--- src/rtl/arduino_cmd_rx_if.sv ---
// Arduino control-link bus: the serial line into the receiver and the
// command/status outputs it drives back to the mode selector.
interface arduino_cmd_rx_if;
    logic       uart_rx;
    logic [7:0] arduino_command;
    logic       cmd_valid;
    logic       frame_err;
    logic       busy;

    // Receiver side: consumes the serial line, drives command and status.
    modport slave (
        input  uart_rx,
        output arduino_command, cmd_valid, frame_err, busy
    );

    // Host side: drives the serial line, observes command and status.
    modport master (
        output uart_rx,
        input  arduino_command, cmd_valid, frame_err, busy
    );
endinterface

--- src/rtl/arduino_cmd_rx.sv ---
// arduino_cmd_rx: 8N1 UART receiver and command latch for the Arduino link.
// Holds the last accepted byte on arduino_command; malformed frames
// (bad stop bit, break) never touch it.
// Optional feature macro: ARDUINO_CMD_DEBOUNCE_EN -- when defined, a byte is
// committed only when it repeats the previously received good byte.
module arduino_cmd_rx #(
    parameter int         CLK_FREQ = 50_000_000,
    parameter int         BAUD     = 115200,
    parameter logic [7:0] IDLE_CMD = 8'h55
) (
    input logic             clk,
    input logic             reset,
    arduino_cmd_rx_if.slave bus
);
    localparam int CLKS_PER_BIT = CLK_FREQ / BAUD;
    localparam int CNT_W        = $clog2(CLKS_PER_BIT);
    localparam logic [CNT_W-1:0] CNT_HALF = CNT_W'(CLKS_PER_BIT / 2 - 1);
    localparam logic [CNT_W-1:0] CNT_FULL = CNT_W'(CLKS_PER_BIT - 1);

    typedef enum logic [2:0] {
        S_IDLE,
        S_START,
        S_DATA,
        S_STOP,
        S_ACCEPT,
        S_BREAK
    } state_t;

    logic             r_sync1;
    logic             r_sync2;
    logic             w_rx_s;
    state_t           r_state;
    logic [CNT_W-1:0] r_cnt;
    logic [2:0]       r_idx;
    logic [7:0]       r_sh;
    logic [7:0]       r_cmd;
    logic             r_cmd_valid;
    logic             r_frame_err;
    logic             r_busy;
    logic             w_commit;

    assign w_rx_s = r_sync2;

    // Two-flop synchroniser for the asynchronous line; idles high out of reset.
    always_ff @(posedge clk) begin
        if (reset) begin
            r_sync1 <= 1'b1;
            r_sync2 <= 1'b1;
        end else begin
            r_sync1 <= bus.uart_rx;
            r_sync2 <= r_sync1;
        end
    end

`ifdef ARDUINO_CMD_DEBOUNCE_EN
    logic [7:0] r_cand;
    logic       r_cand_ok;

    // Candidate byte: every good frame loads it, a bad stop bit makes the next
    // good frame a fresh candidate rather than a confirmation.
    always_ff @(posedge clk) begin
        if (reset) begin
            r_cand    <= ~IDLE_CMD;
            r_cand_ok <= 1'b1;
        end else if (r_state == S_ACCEPT) begin
            r_cand    <= r_sh;
            r_cand_ok <= 1'b1;
        end else if (r_state == S_STOP && r_cnt == CNT_FULL && !w_rx_s) begin
            r_cand_ok <= 1'b0;
        end
    end

    assign w_commit = r_cand_ok && (r_cand == r_sh);
`else
    assign w_commit = 1'b1;
`endif

    // Frame state machine with registered command and status outputs.
    always_ff @(posedge clk) begin
        if (reset) begin
            r_state     <= S_IDLE;
            r_cnt       <= '0;
            r_idx       <= '0;
            r_sh        <= '0;
            r_cmd       <= IDLE_CMD;
            r_cmd_valid <= 1'b0;
            r_frame_err <= 1'b0;
            r_busy      <= 1'b0;
        end else begin
            r_cmd_valid <= 1'b0;
            r_frame_err <= 1'b0;
            case (r_state)
                S_IDLE: begin
                    if (!w_rx_s) begin
                        r_state <= S_START;
                        r_cnt   <= '0;
                        r_busy  <= 1'b1;
                    end
                end
                S_START: begin
                    if (r_cnt == CNT_HALF) begin
                        r_cnt <= '0;
                        if (!w_rx_s) begin
                            r_state <= S_DATA;
                            r_idx   <= '0;
                        end else begin
                            // Line went back high before mid start bit: glitch.
                            r_state <= S_IDLE;
                            r_busy  <= 1'b0;
                        end
                    end else begin
                        r_cnt <= r_cnt + CNT_W'(1);
                    end
                end
                S_DATA: begin
                    if (r_cnt == CNT_FULL) begin
                        r_cnt       <= '0;
                        r_sh[r_idx] <= w_rx_s;
                        if (r_idx == 3'd7) begin
                            r_state <= S_STOP;
                        end else begin
                            r_idx <= r_idx + 3'd1;
                        end
                    end else begin
                        r_cnt <= r_cnt + CNT_W'(1);
                    end
                end
                S_STOP: begin
                    if (r_cnt == CNT_FULL) begin
                        r_cnt <= '0;
                        if (w_rx_s) begin
                            r_state <= S_ACCEPT;
                        end else begin
                            r_state     <= S_BREAK;
                            r_frame_err <= 1'b1;
                            r_sh        <= '0;
                        end
                    end else begin
                        r_cnt <= r_cnt + CNT_W'(1);
                    end
                end
                S_ACCEPT: begin
                    // Returning to IDLE mid stop bit lets back-to-back frames through.
                    if (w_commit) begin
                        r_cmd       <= r_sh;
                        r_cmd_valid <= 1'b1;
                    end
                    r_state <= S_IDLE;
                    r_busy  <= 1'b0;
                end
                S_BREAK: begin
                    // A held-low line yields a single frame_err until it releases.
                    if (w_rx_s) begin
                        r_state <= S_IDLE;
                        r_busy  <= 1'b0;
                    end
                end
                default: begin
                    r_state <= S_IDLE;
                    r_busy  <= 1'b0;
                end
            endcase
        end
    end

    assign bus.arduino_command = r_cmd;
    assign bus.cmd_valid       = r_cmd_valid;
    assign bus.frame_err       = r_frame_err;
    assign bus.busy            = r_busy;
endmodule

--- src/flat_wrapper.sv ---
// flat-port wrapper written by rule: the top's interface ports become plain ports
module arduino_cmd_rx_flat 
#(
    parameter int         CLK_FREQ = 50_000_000,
    parameter int         BAUD     = 115200,
    parameter logic [7:0] IDLE_CMD = 8'h55
)
  (clk, reset, bus_uart_rx, bus_arduino_command, bus_cmd_valid, bus_frame_err, bus_busy);
  arduino_cmd_rx_if bus_i ();
  input logic clk;
  input logic reset;
  input wire logic [$bits(bus_i.uart_rx)-1:0] bus_uart_rx;
  output wire logic [$bits(bus_i.arduino_command)-1:0] bus_arduino_command;
  output wire logic [$bits(bus_i.cmd_valid)-1:0] bus_cmd_valid;
  output wire logic [$bits(bus_i.frame_err)-1:0] bus_frame_err;
  output wire logic [$bits(bus_i.busy)-1:0] bus_busy;
  assign bus_i.uart_rx = bus_uart_rx;
  assign bus_arduino_command = bus_i.arduino_command;
  assign bus_cmd_valid = bus_i.cmd_valid;
  assign bus_frame_err = bus_i.frame_err;
  assign bus_busy = bus_i.busy;
  arduino_cmd_rx #(.CLK_FREQ(CLK_FREQ), .BAUD(BAUD), .IDLE_CMD(IDLE_CMD)) u_core (.clk(clk), .reset(reset), .bus(bus_i));
endmodule
--- config.mk ---
export PLATFORM = sky130hd
export DESIGN_NAME = arduino_cmd_rx_flat
export DESIGN_NICKNAME = d
export VERILOG_FILES = /design/src/rtl/arduino_cmd_rx_if.sv /design/src/rtl/arduino_cmd_rx.sv /design/src/flat_wrapper.sv
export SDC_FILE = /design/constraint.sdc
export NUM_CORES = 1
export LEC_CHECK = 0
export ABC_AREA = 1
export ABC_CLOCK_PERIOD_IN_PS = 1660
export CAP_MARGIN = 20
export CORE_ASPECT_RATIO = 2
export CORE_MARGIN = 2
export CORE_UTILIZATION = 25
export CTS_CLUSTER_SIZE = 25
export DETAILED_ROUTE_END_ITERATION = 7
export PLACE_DENSITY = 0.43
export SETUP_SLACK_MARGIN = 0.15
export SLEW_MARGIN = 0
export SYNTH_ARGS = -nofsm -noshare
export SYNTH_HDL_FRONTEND = slang
export SYNTH_SLANG_ARGS = --single-unit
--- constraint.sdc ---
create_clock -name clk -period 1.66 [get_ports clk]
set_input_delay 0.332 -clock clk [delete_from_list [all_inputs] [get_ports clk]]
set_output_delay 0.332 -clock clk [all_outputs]
set_load 0.02 [all_outputs]
Yosys cells after proc, flatten, opt, wreduce, memory -nomap -nowiden
Index checks and enable logic that the tools add are counted.
- register bits: 36
- input bits: 3
- output and inout port bits: 11
- logic and storage cells: 77
- add/sub/neg operators: 2
- $lt $le $gt $ge: 2
- eq/ne operators: 17
- muxes and demuxes: 31
- bitwise logic cells: 3
- reductions and logical operators: 12
- operators by type and width (cell ; count):
    $mux 3 ; 10
    $mux 9 ; 3
    $pmux 9 s3 ; 1
    $mux 8 ; 3
    $pmux 8 s2 ; 1
    $pmux 3 s5 ; 1
    $ne 2x1->1 const B ; 5
    $add 9x1->9 const B ; 1
    $eq 3x3->1 const B ; 3
    $eq 9x8->1 const B ; 1
    $eq 9x9->1 const B ; 1
    $bwmux 8 ; 1
    $ne 2x2->1 const B ; 4
    $mux 1 ; 7
    $eq 3x2->1 const B ; 2
    $pmux 3 s2 ; 1
    $reduce_and 6->1 ; 1
    $reduce_and 5->1 ; 1
    $lt 3x4->1 const B ; 1
    $pmux 1 s4 ; 1
    $reduce_and 4->1 ; 1
    $reduce_bool 2->1 ; 2
    $add 3x1->3 const B ; 1
    $demux 1 s3 ; 1
    11 further kinds ; 13

Logic depth before layout (Yosys ltp)
Gate-level depths: netlist (run 1).
- word-level depth: 7
- mapped depth: 11
- gate-level depth less buffers: 11

Worst setup path after synthesis (run 1)
No wires, ideal clock.
- path kind: flip-flop to flip-flop
- from: reg u_core.r_idx[0]
- to: reg u_core.r_idx[1]
- setup time: 0.116 ns
- arrival time: 1.230 ns
- required time: 1.544 ns
- slack: 0.314 ns
- stages on the path, launching flop included: 8
- path buffers: 0
- clock period less this slack: 1.346 ns
- path through: dfxtp_1 ha_1 ha_1 nand3b_1 nand2_1 nand3_2 o21ai_0 nor2_1
- longest elaborated chain between the ends: 4
- elaborated cells between the ends (all ways): 7
- classes of those cells: 1 x add/sub; 2 x eq/ne; 3 x mux; 1 x reduce/logical
- ends and longest elaborated chain (item ; line ; source):
    start, declared ; arduino_cmd_rx.sv:34 ; logic [2:0] r_idx;
    start signal, assigned ; arduino_cmd_rx.sv:122 ; r_idx <= r_idx + 3'd1;
    $add 3x1->3 ; arduino_cmd_rx.sv:122 ;
    $mux 3 ; arduino_cmd_rx.sv:119 ; if (r_idx == 3'd7) begin
    $mux 3 ; arduino_cmd_rx.sv:116 ; if (r_cnt == CNT_FULL) begin
    $pmux 3 s2 ; arduino_cmd_rx.sv:92 ; case (r_state)
Parallel ways exist; a longest one is shown, timed or not. The select of a mux whose other input is x is not followed.
A chain may end at the register's enable or synchronous reset.

Final worst setup path (run 1)
- from: reg u_core.r_state[0]
- to: reg u_core.r_state[1]
- longest elaborated chain between the ends: 3
- elaborated cells between the ends (all ways): 13
- classes of those cells: 10 x eq/ne; 1 x mux; 2 x reduce/logical
- ends and longest elaborated chain (item ; line ; source):
    start, declared ; arduino_cmd_rx.sv:32 ; state_t r_state;
    start signal, assigned ; arduino_cmd_rx.sv:81 ; r_state <= S_IDLE;
    start signal, assigned ; arduino_cmd_rx.sv:95 ; r_state <= S_START;
    start signal, assigned ; arduino_cmd_rx.sv:104 ; r_state <= S_DATA;
    $eq 3x3->1 (tied with other cells) ; arduino_cmd_rx.sv:92 ;
    $ne 2x1->1 (no line) or $ne 2x2->1 (tied branches) ; -- ;
    $reduce_and 6->1 (no line) ; -- ;
Parallel ways exist; a longest one is shown, timed or not.

==> metrics.md, run 1 <==
| Metric | Value |
|---|---|
| Final clock skew | 0.00604 ns |
| Number of global-route vias before repair | 1690 |
| TritonCTS clock tree | built |
| Final wirelength | 4630 um |
| Syn Std Cell Area | 0.00194 mm2 |
| Switching Share | 39.6% |
| Non-filler instance count after layout | between 300 and 400 |
| Setup violations, final | 0 |
| PortBufs | 13 |
| WP data required | between 1.5 and 2 ns |
| Worst min path class | reg -> reg |
| Row count | 45 |
| Clock Tree Buf Depth | 2 |
| Part of the Yosys area used for sequential elements | between 30% and 40% |
| Slew Viols, Final | 0 |
| R2R setup slack | ~0.22 ns |
| Multi-input gate area | 0.00108 mm2 |
| Worst-Margin Slew | 0.307 ns |
| Fin Setup TNS | 0 ns |
| Avg Synthesized Cell Area | 6.99 um2 |
| Top cell type's share of synthesized area | 37.2% |
| DRC violations left | 0 |
| CORE AREA | 0.00754 mm2 |
| Vias per cell | 4.44 |
| Synth warn | 0 |
| I/O pins | 14 |
| Pre-Repair DR Iteration Count | 4 |
| Nets | 310 |
| PnR Total Power | ~4200 uW |
| Critical Path End Type | register |
| Cells after Synth | 277 |
| CP Launch Type | register |
| Clock share of power | 27.8% |
| Synth unique cells | 31 |
| Worst hold margin | between 0.4 and 0.5 ns |
| Worst skew pair latency | a little under 0.3 ns |
| Chip width | 66.2 um |
| H-tree Lvls | 2 |
| Max frequency | 696 MHz |
| RD Place Congestion | 0.873 |
| Largest net degree at the start of global routing | 14 |
| Final ANT Viol Nets | 0 |
| Fin util | 32.8% |
| Placed insts | 385 |
| Critical-path cell list | buf_4, inv_1, nor2_2, nand3_1, nand2_2, inv_2, nand2_2, nor2_4, nor2_1, nor2_1 |
| Die height | 128 um |
| Mapped Nets | 285 |
| Worst IR drop on VDD | 0.484 mV |
| Initial antenna violation count | 0 |
| First-pass GRT wire length | 7650 um |
| Initial DRC count | 72 |
| FF+latch area | 731 um2 |
| Starting Density | between 20% and 30% |
| # hold bufs at CTS | 0 |
| Largest cells by area after synthesis | dfxtp_1 37%, nand2_1 11%, nor2_1 7.9%, inv_1 6.2%, nand3_1 5.4% |
| Vias | 1764 |
| Cell taking the most area after synthesis | dfxtp_1 |
| Root Driver | clkbuf_16 |
| CP Class | reg -> reg |
| CP max stage delay | 0.37 ns |
| Inserted Clock Buffers | 5 |
| Die area | 0.00851 mm2 |
| Post-route minimum period | 1.44 ns |
| Max-cap violations | 0 |
| Reg clk slew, reported paths | 0.05 ns |
| Post-synthesis register bit count | 36 |
| P_sw | around 1700 uW |
| Pwr Density | 1710 mW/mm2 |
| Int Pwr | 2550 uW |
| DPL Wire Length | 3600 um |
| CP arrival | 1.62 ns |
| Total GRT Usage | 12.1% |
| Layout area overhead | 27.6% |
| Outcome | complete, no violations |
| Share of cells above drive strength 1 | 21.1% |
| Slew HR | around four fifths |
| Grt ovf | 0 |
| Crit path max fanout | 4 |
| RSZ-0062 raised after global routing | no |
| Period utilization | 86.5% |
| Ant. Diodes | 0 |
| Sequential share of power | 27.3% |
| Leak Pwr | roughly 0.0011 uW |
| Average wire per standard cell | 11.7 um |
| Clock sinks | 36 |
| Filler Cell Count | 872 |
| CP max-delay cell | dfxtp_1 |
| Logic pwr share | 44.9% |
| Final hold violations | 0 |
-- logic make-up (layout without fill, tap and decap cells) --
logic type	count (synthesis)	in the layout	synth area share (%)
AOI/OAI and AO/OA	39	39	11.0
buffers and inverters	45	71	10.3
adders and majority gates	5	5	3.23
xor gates and xnor gates	1	1	0.452
DFF	36	36	37.2
and+or+nand+nor	151	151	37.8
-- final cells by class --
class	count	share of cell area (%)
Multi-Input combinational cell	196	43.6
Sequential cell	36	29.6
Timing Repair Buffer	23	8.25
Inverter	40	6.38
Clock buffer	7	6.18
Tap cell	94	4.76
Clock inverter	1	1.22
-- timing repair --
action	in CTS	in global routing
buffers inserted	0	4
setup endpoints to repair	13	16
resized for setup	13	25
pin swaps	0	8
-- worst paths after layout --
check / start / endpoint / cells past startpoint
max reg2reg: u_core.r_state[0]$_SDFFE_PP0P_ / u_core.r_state[1]$_SDFFE_PP0P_ / 10
min reg2reg: u_core.r_sync1$_SDFF_PP1_ / u_core.r_sync2$_SDFF_PP1_ / 1
max: u_core.r_state[0]$_SDFFE_PP0P_ / u_core.r_state[1]$_SDFFE_PP0P_ / 10
min: u_core.r_sync1$_SDFF_PP1_ / u_core.r_sync2$_SDFF_PP1_ / 1
-- cell usage after synthesis (all sizes together) --
cell and number:
a21oi 22, buf 4, nand4 3, ha 5
or2 2, clkbuf 1, dfxtp 36, nand2 64
nor3 3, nor2 46, inv 39, xor2 1
nand3 24, o21bai 1, nand3b 8, o21ai 16
nor4 1, clkinv 1
-- power groups by stage --
stage          sequential (uW)  combinational [uW]  clock, uW
2_1_floorplan             1190                1240          0
3_3_place_gp              1160                1700          0
3_5_place_dp              1160                1710          0
4_1_cts                   1140                1680       1210
5_1_grt                   1170                2120       1230
6_report                  1150                1890       1170
-- per-layer routing --
layer	global-route usage [%]	share of wire, %
met5	0	0
met4	7.80	4.2
met3	2.62	2.6
met2	22.8	57
met1	11.1	36
-- state kept, by name (all words and copies together), names as in the netlist --
register	flops
u_core.r_cnt	9
u_core.bus.arduino_command	8
u_core.r_sh	8
u_core.r_idx	3
u_core.r_state	3
u_core.bus.busy	1
u_core.bus.cmd_valid	1
u_core.bus.frame_err	1
u_core.r_sync1	1
u_core.r_sync2	1
-- cells in the final DEF, fill, tap and decap left out, types with 9 or more instances in the layout --
cell            n
nand2_1        50
nor2_1         39
dfxtp_1        32
inv_1          30
nand3_1        21
a21oi_1        18
o21ai_0        12
dlygate4sd2_1  11
nand2_2         9
buf_4           9
-- worst max-delay path, delay by kind of cell (launching register included) --
family	cells	cell delay, ns
simple gates	7	0.67
flops	1	0.37
buf+inv	3	0.30
-- stage by stage --
stage | area, um2 | worst slack (ns)
3_3_place_gp | 2190 | 0.133
4_1_cts | 2360 | 0.137
2_1_floorplan | 1940 | 0.314
3_5_place_dp | 2190 | 0.119
6_report | 2470 | 0.224
5_1_grt | 2470 | 0.135
Note: power is estimated with default switching activity, not from simulation.
==> inputs of run 2 (changes only) <==
Settings changed: ABC_CLOCK_PERIOD_IN_PS 1660 to unset, CORE_MARGIN 2 to 8.
==> run 2 against run 1 <==
Clock power down 7%; final cell count down 0.25%; critical endpoint is now u_core.r_idx[1]$_SDFFE_PP0P_; fmax fell by 1.7%; non-clock buffer count is 1 lower; largest power group unchanged; hold slack better by 0.0021 ns; sequential share of layout area is 0.15 points lower; register-to-register slack worse by 0.03 ns; largest cell class unchanged; cell area increased by 0.86%.
==> metrics.md, run 2 (same netlist as run 1, synthesis figures left out) <==
| Metric | Value |
|---|---|
| # hold bufs at CTS | 0 (unchanged) |
| Max-cap violations | 0 (unchanged) |
| Leak Pwr | 0.00108 uW (was 0.00109 uW) |
| Worst IR drop on VDD | 0.459 mV (was 0.484 mV) |
| Layout area overhead | 28.7% (was 27.6%) |
| WHS Path Cells | 1 (unchanged) |
| Pwr Density | 1670 mW/mm2 (was 1710 mW/mm2) |
| Starting Density | 25.7% (unchanged) |
| TritonCTS clock tree | built (unchanged) |
| Commonest non-fill, non-tap cell in the layout | nand2_1 (unchanged) |
| Max frequency | 684 MHz (was 696 MHz) |
| Setup WS post-layout | 0.198 ns (was 0.224 ns) |
| Multi-input gate area | 0.00111 mm2 (was 0.00108 mm2) |
| Initial DRC count | 146 (was 72) |
| CP arrival | 1.64 ns (was 1.62 ns) |
| Vias | 1777 (was 1764) |
| Largest net degree at the start of global routing | 18 (was 14) |
| RD Place Congestion | 0.815 (was 0.873) |
| H-tree Lvls | 2 (unchanged) |
| Average wire per standard cell | 12.1 um (was 11.7 um) |
| WP data required | 1.84 ns (about the same) |
| Setup violations, final | 0 (unchanged) |
| Placed insts | 385 (unchanged) |
| Max reg flops | 9 (unchanged) |
| PortBufs | 13 (unchanged) |
| Pre-Repair DR Iteration Count | 4 (unchanged) |
| Slew Viols, Final | 0 (unchanged) |
| R2R cell count | 7 (was 10) |
| Reg clk slew, reported paths | 0.06 ns (was 0.05 ns) |
| Chip width | 78.2 um (was 66.2 um) |
| Inserted Clock Buffers | 5 (unchanged) |
| Post-route minimum period | 1.46 ns (was 1.44 ns) |
| Final ANT Viol Nets | 0 (unchanged) |
| Die area | 0.0110 mm2 (was 0.00851 mm2) |
| Most frequent cells in the layout | 47 x nand2_1, 40 x nor2_1, 31 x inv_1 (was 50 x nand2_1, 39 x nor2_1, 32 x dfxtp_1) |
| Nets | 309 (was 310) |
| DPL Wire Length | 3690 um (was 3600 um) |
| RSZ-0062 raised after global routing | yes (was no) |
| Final clock skew | 0.00749 ns (was 0.00604 ns) |
| Largest Register | u_core.r_cnt (unchanged) |
| CP Class | reg -> reg (unchanged) |
| Fin Setup TNS | 0 ns (unchanged) |
| Final wirelength | 4810 um (was 4630 um) |
| I/O pins | 14 (unchanged) |
| Clock sinks | 36 (unchanged) |
| Period utilization | 88.1% (was 86.5%) |
| Filler Cell Count | 836 (was 872) |
| Worst skew pair latency | 0.29 ns (about the same) |
| Root Driver | clkbuf_16 (unchanged) |
| Ant. Diodes | 0 (unchanged) |
| Row count | 45 (unchanged) |
| DRC violations left | 0 (unchanged) |
| Crit path max fanout | 6 (was 4) |
| CORE AREA | 0.00754 mm2 (unchanged) |
| Clock Tree Buf Depth | 2 (unchanged) |
| Worst-Margin Slew | 0.309 ns (was 0.307 ns) |
| Number of global-route vias before repair | 1661 (was 1690) |
| CP Launch Type | register (unchanged) |
| Vias per cell | 4.49 (was 4.44) |
| First-pass GRT wire length | 8020 um (was 7650 um) |
| Outcome | complete, no violations (unchanged) |
| Worst min path class | reg -> reg (unchanged) |
| Die height | 140 um (was 128 um) |
| Grt ovf | 0 (unchanged) |
| FF+latch area | 733 um2 (was 731 um2) |
| Initial antenna violation count | 0 (unchanged) |
| Final hold violations | 0 (unchanged) |
| Pre-CTS setup slack | 0.120 ns (was 0.119 ns) |
| Total GRT Usage | 9.21% (was 12.1%) |
| PnR Total Power | 4150 uW (was 4210 uW) |
| Critical Path End Type | register (unchanged) |
| Share of cells above drive strength 1 | 23.2% (was 21.1%) |
| Slew HR | 79.4% (was 79.5%) |
| Non-filler instance count after layout | 396 (was 397) |
-- run 2: cell count changes in the layout (fill, tap and decap cells not counted), moves of 2 or more --
cell	change
buf_4	-2
clkbuf_8	-2
dfxtp_1	-2
dfxtp_2	+2
ha_4	+2
nand2_1	-3
nand2_2	+4
o21ai_1	-2
o21ai_2	+2
-- run 2: where the power goes --
part	switching (uW)	total [uW]	internal [uW]
clock network	386	1090	706
registers	146	1170	1030
logic	1160	1890	733
-- run 2: final timing paths --
kind / to / slack [ns] / from
worst min-delay path: u_core.r_sync2$_SDFF_PP1_ / 0.41 / u_core.r_sync1$_SDFF_PP1_
worst min register to register: u_core.r_sync2$_SDFF_PP1_ / 0.41 / u_core.r_sync1$_SDFF_PP1_
worst max-delay path: u_core.r_idx[1]$_SDFFE_PP0P_ / 0.20 / u_core.r_idx[1]$_SDFFE_PP0P_
worst max register to register: u_core.r_idx[1]$_SDFFE_PP0P_ / 0.20 / u_core.r_idx[1]$_SDFFE_PP0P_
-- run 2: cell type report --
type | count | share of cell area (%)
clock buffers | 5 | 5.02
inverters | 40 | 6.33
multi-input cells | 196 | 44.4
flip-flops and latches | 36 | 29.4
repair buffers | 22 | 8.38
clock inverters | 3 | 1.71
well taps | 94 | 4.72
-- run 2: metal layers --
layer | vias up | part of all wire, % | GRT usage (%)
met5 | - | 0 | 0
met4 | 0 | 2.2 | 4.62
met3 | 7 | 2.8 | 2.44
met2 | 24 | 57 | 17.2
met1 | 810 | 38 | 8.83
li1 | 936 | - | -
-- run 2: timing repair --
item | in CTS | in global routing
pin swaps | 2 | 9
cloned | 0 | 0
resized for setup | 14 | 31
setup endpoints to repair | 14 | 21
endpoints found under the hold margin | 0 | 0
buffers inserted | 0 | 3
-- run 2: per-stage QoR --
step / instance area (um2) / utilization [%] / hold slack (ns)
2_1_floorplan: 1940 / - / 0.389
3_3_place_gp: 2200 / 29.2 / 0.394
3_5_place_dp: 2200 / 29.2 / 0.398
4_1_cts: 2360 / 31.3 / 0.415
5_1_grt: 2490 / 33.0 / 0.438
6_report: 2490 / 33.0 / 0.415
-- run 2: critical path, stage by stage, from the launching register on --
cell	delay [ns]
dfxtp_4	0.36
ha_4	0.16
ha_4	0.15
nand3b_1	0.22
nand2_2	0.13
nand3_4	0.11
o21ai_2	0.16
nor2_1	0.06
==> inputs of run 3 (changes only) <==
Settings changed: CORE_UTILIZATION 25 to 55, PLACE_DENSITY 0.43 to 0.77.
==> run 3 against run 2 <==
Sequential share of layout area up 2.3 points; utilization up 35 points; combinational power down 5%.
==> metrics.md, run 3 (same netlist as run 1, synthesis figures left out) <==
| Metric | Value |
|---|---|
| Leak Pwr | 0.00103 uW (was 0.00108 uW) |
| Pre-Repair DR Iteration Count | 4 (unchanged) |
| Ant. Diodes | 0 (unchanged) |
| Most frequent cells in the layout | 51 x nand2_1, 38 x nor2_1, 31 x dfxtp_1 (was 47 x nand2_1, 40 x nor2_1, 31 x inv_1) |
| Average wire per standard cell | 12.6 um (was 12.1 um) |
| Vias | 1751 (was 1777) |
| First-pass GRT wire length | 7180 um (was 8020 um) |
| Chip width | 58.0 um (was 78.2 um) |
| Final ANT Viol Nets | 0 (unchanged) |
| Slew Viols, Final | 0 (unchanged) |
| Worst hold margin | 0.425 ns (was 0.415 ns) |
| Logic pwr share | 48.2% (was 45.5%) |
| Clock sinks | 36 (unchanged) |
| Final wirelength | 4170 um (was 4810 um) |
| Hold endpoint | u_core.r_sync2$_SDFF_PP1_ (unchanged) |
| Slew HR | 76.2% (was 79.4%) |
| Worst IR drop on VDD | 1.47 mV (was 0.459 mV) |
| Vias per cell | 5.29 (was 4.49) |
| Max frequency | 695 MHz (was 684 MHz) |
| TritonCTS clock tree | built (unchanged) |
| Pwr Density | 1620 mW/mm2 (was 1670 mW/mm2) |
| Int Pwr | 2120 uW (was 2460 uW) |
| CORE AREA | 0.00338 mm2 (was 0.00754 mm2) |
| Layout area overhead | 18.8% (was 28.7%) |
| Max reg flops | 9 (unchanged) |
| Share of cells above drive strength 1 | 21.4% (was 23.2%) |
| DPL Wire Length | 3240 um (was 3690 um) |
| CP Class | reg -> reg (unchanged) |
| Worst min path class | reg -> reg (unchanged) |
| Setup violations, final | 0 (unchanged) |
| H-tree Lvls | 2 (unchanged) |
| Final clock skew | 0.00838 ns (was 0.00749 ns) |
| Outcome | complete, no violations (unchanged) |
| Worst-Margin Slew | 0.357 ns (was 0.309 ns) |
| Fin util | 68.1% (was 33.0%) |
| R2R Path End | u_core.r_state[0]$_SDFFE_PP0P_ (was u_core.r_idx[1]$_SDFFE_PP0P_) |
| Inserted Clock Buffers | 5 (unchanged) |
| CP arrival | 1.62 ns (was 1.64 ns) |
| Placed insts | 323 (was 385) |
| CP max stage delay | 0.37 ns (was 0.36 ns) |
| Max-cap violations | 0 (unchanged) |
| Final hold violations | 0 (unchanged) |
| Hold Crit Start | u_core.r_sync1$_SDFF_PP1_ (unchanged) |
| Die area | 0.00579 mm2 (was 0.0110 mm2) |
| R2R setup slack | 0.22 ns (was 0.20 ns) |
| I/O pins | 14 (unchanged) |
| P_sw | 1600 uW (was 1690 uW) |
| Number of global-route vias before repair | 1681 (was 1661) |
| Critical-path cell list | ha_4, ha_2, nand3b_1, nand2_2, inv_2, nand2_2, nor2_4, nor2_2, nor2_1 (was ha_4, ha_4, nand3b_1, nand2_2, nand3_4, o21ai_2, nor2_1) |
| Post-route minimum period | 1.44 ns (was 1.46 ns) |
| Worst r2r src | u_core.r_idx[1]$_SDFFE_PP0P_ (unchanged) |
| Root Driver | clkbuf_8 (was clkbuf_16) |
| Bufs and invs on worst path | 1 (was 0) |
| Crit path max fanout | 5 (was 6) |
| # hold bufs at CTS | 0 (unchanged) |
| Initial antenna violation count | 0 (unchanged) |
| Cell mode on critical path | nand2_2 (was ha_4) |
| Fin Setup TNS | 0 ns (unchanged) |
| DRC violations left | 0 (unchanged) |
| WHS Path Cells | 1 (unchanged) |
| CP max-delay cell | dfxtp_4 (unchanged) |
| Starting Density | 57.3% (was 25.7%) |
| Reg clk slew, reported paths | 0.07 ns (was 0.06 ns) |
| Setup Buffers After CTS | 0 (unchanged) |
| RSZ-0062 raised after global routing | yes (unchanged) |
| WP data required | 1.84 ns (about the same) |
| Grt ovf | 0 (unchanged) |
| PortBufs | 13 (unchanged) |
| Kind of cell adding the most delay to the critical path | simple AND/OR/NAND/NOR gates (unchanged) |
| Period utilization | 86.7% (was 88.1%) |
| Die height | 99.9 um (was 140 um) |
| RD Place Congestion | 0.921 (was 0.815) |
| Final instance area | 0.00230 mm2 (was 0.00249 mm2) |
| Initial DRC count | 32 (was 146) |
| Non-filler instance count after layout | 331 (was 396) |
| Total GRT Usage | 15.4% (was 9.21%) |
| Largest Register | u_core.r_cnt (unchanged) |
| Placed Area | 0.00211 mm2 (was 0.00220 mm2) |
| Largest net degree at the start of global routing | 14 (was 18) |
| Clock Tree Buf Depth | 2 (unchanged) |
| Worst skew pair latency | 0.29 ns (about the same) |
| Switching Share | 43.0% (was 40.7%) |
| Critical Path End Type | register (unchanged) |
| Commonest non-fill, non-tap cell in the layout | nand2_1 (unchanged) |
| Nets | 306 (was 309) |
| Row count | 30 (was 45) |
| Sequential share of power | 31.5% (was 28.2%) |
| Clock share of power | 20.3% (was 26.3%) |
| R2R cell count | 9 (was 7) |
| CP Launch Type | register (unchanged) |
[run 3: cell types whose count changed in the layout (fill, tap and decap cells not counted), moves of 2 or more]
cell / change
nand2_2: -5
clkbuf_8: +5
nor2_2: +2
nand2_1: +4
clkbuf_16: -5
buf_12: -2
nor2_1: -2
[run 3: power by group through the flow]
stage / clock network, uW / registers (uW) / logic [uW]
5_1_grt: 808 / 1190 / 2010
3_3_place_gp: 0 / 1170 / 1650
6_report: 754 / 1170 / 1790
3_5_place_dp: 0 / 1170 / 1660
2_1_floorplan: 0 / 1190 / 1240
4_1_cts: 771 / 1150 / 1650
[run 3: repair_timing]
| action | 4_1_cts | 5_1_grt |
|---|---|---|
| gates resized for setup | 15 | 28 |
| endpoints found under the setup margin | 14 | 22 |
| pin swaps | 0 | 6 |
[run 3: layout make-up]
class	count	area (um2)
clock buffer	6	72.6
inverter	40	158
tap	32	40.0
multi-input combinational	196	1100
sequential	36	729
timing repair buffer	19	161
clock inverter	2	35.0
fill	303	1080
[run 3: worst max path at each step]
| stage | from | to | slack [ns] | cells past startpoint |
|---|---|---|---|---|
| after global placement | u_core.r_idx[0]$_SDFFE_PP0P_ | u_core.r_idx[2]$_SDFFE_PP0P_ | 0.14 | 7 |
| after global routing | u_core.r_cnt[1]$_SDFFE_PP0P_ | u_core.r_state[1]$_SDFFE_PP0P_ | 0.12 | 10 |
| after CTS | u_core.r_idx[0]$_SDFFE_PP0P_ | u_core.r_state[1]$_SDFFE_PP0P_ | 0.14 | 9 |
| final | u_core.r_idx[1]$_SDFFE_PP0P_ | u_core.r_state[0]$_SDFFE_PP0P_ | 0.22 | 9 |
| after detailed placement | u_core.r_idx[0]$_SDFFE_PP0P_ | u_core.r_idx[2]$_SDFFE_PP0P_ | 0.13 | 7 |
| after floorplan | u_core.r_idx[0]$_SDFFE_PP0P_ | u_core.r_idx[1]$_SDFFE_PP0P_ | 0.31 | 7 |
[run 3: worst register-to-register path: stages, from the launching register on]
cell      delay [ns]
dfxtp_4         0.37
ha_4            0.16
ha_2            0.16
nand3b_1        0.20
nand2_2         0.14
inv_2           0.04
nand2_2         0.07
nor2_4          0.05
nor2_2          0.10
nor2_1          0.05
[run 3: stage by stage]
step	setup slack, ns	total power [uW]
2_1_floorplan	0.314	2430
3_3_place_gp	0.137	2820
3_5_place_dp	0.131	2840
4_1_cts	0.139	3570
5_1_grt	0.120	4010
6_report	0.222	3720
[run 3: routing by layer]
metal,track usage (%),share of wire (%)
met5,0,0
met4,7.60,2.1
met3,2.95,2.3
met2,29.8,57
met1,14.4,38
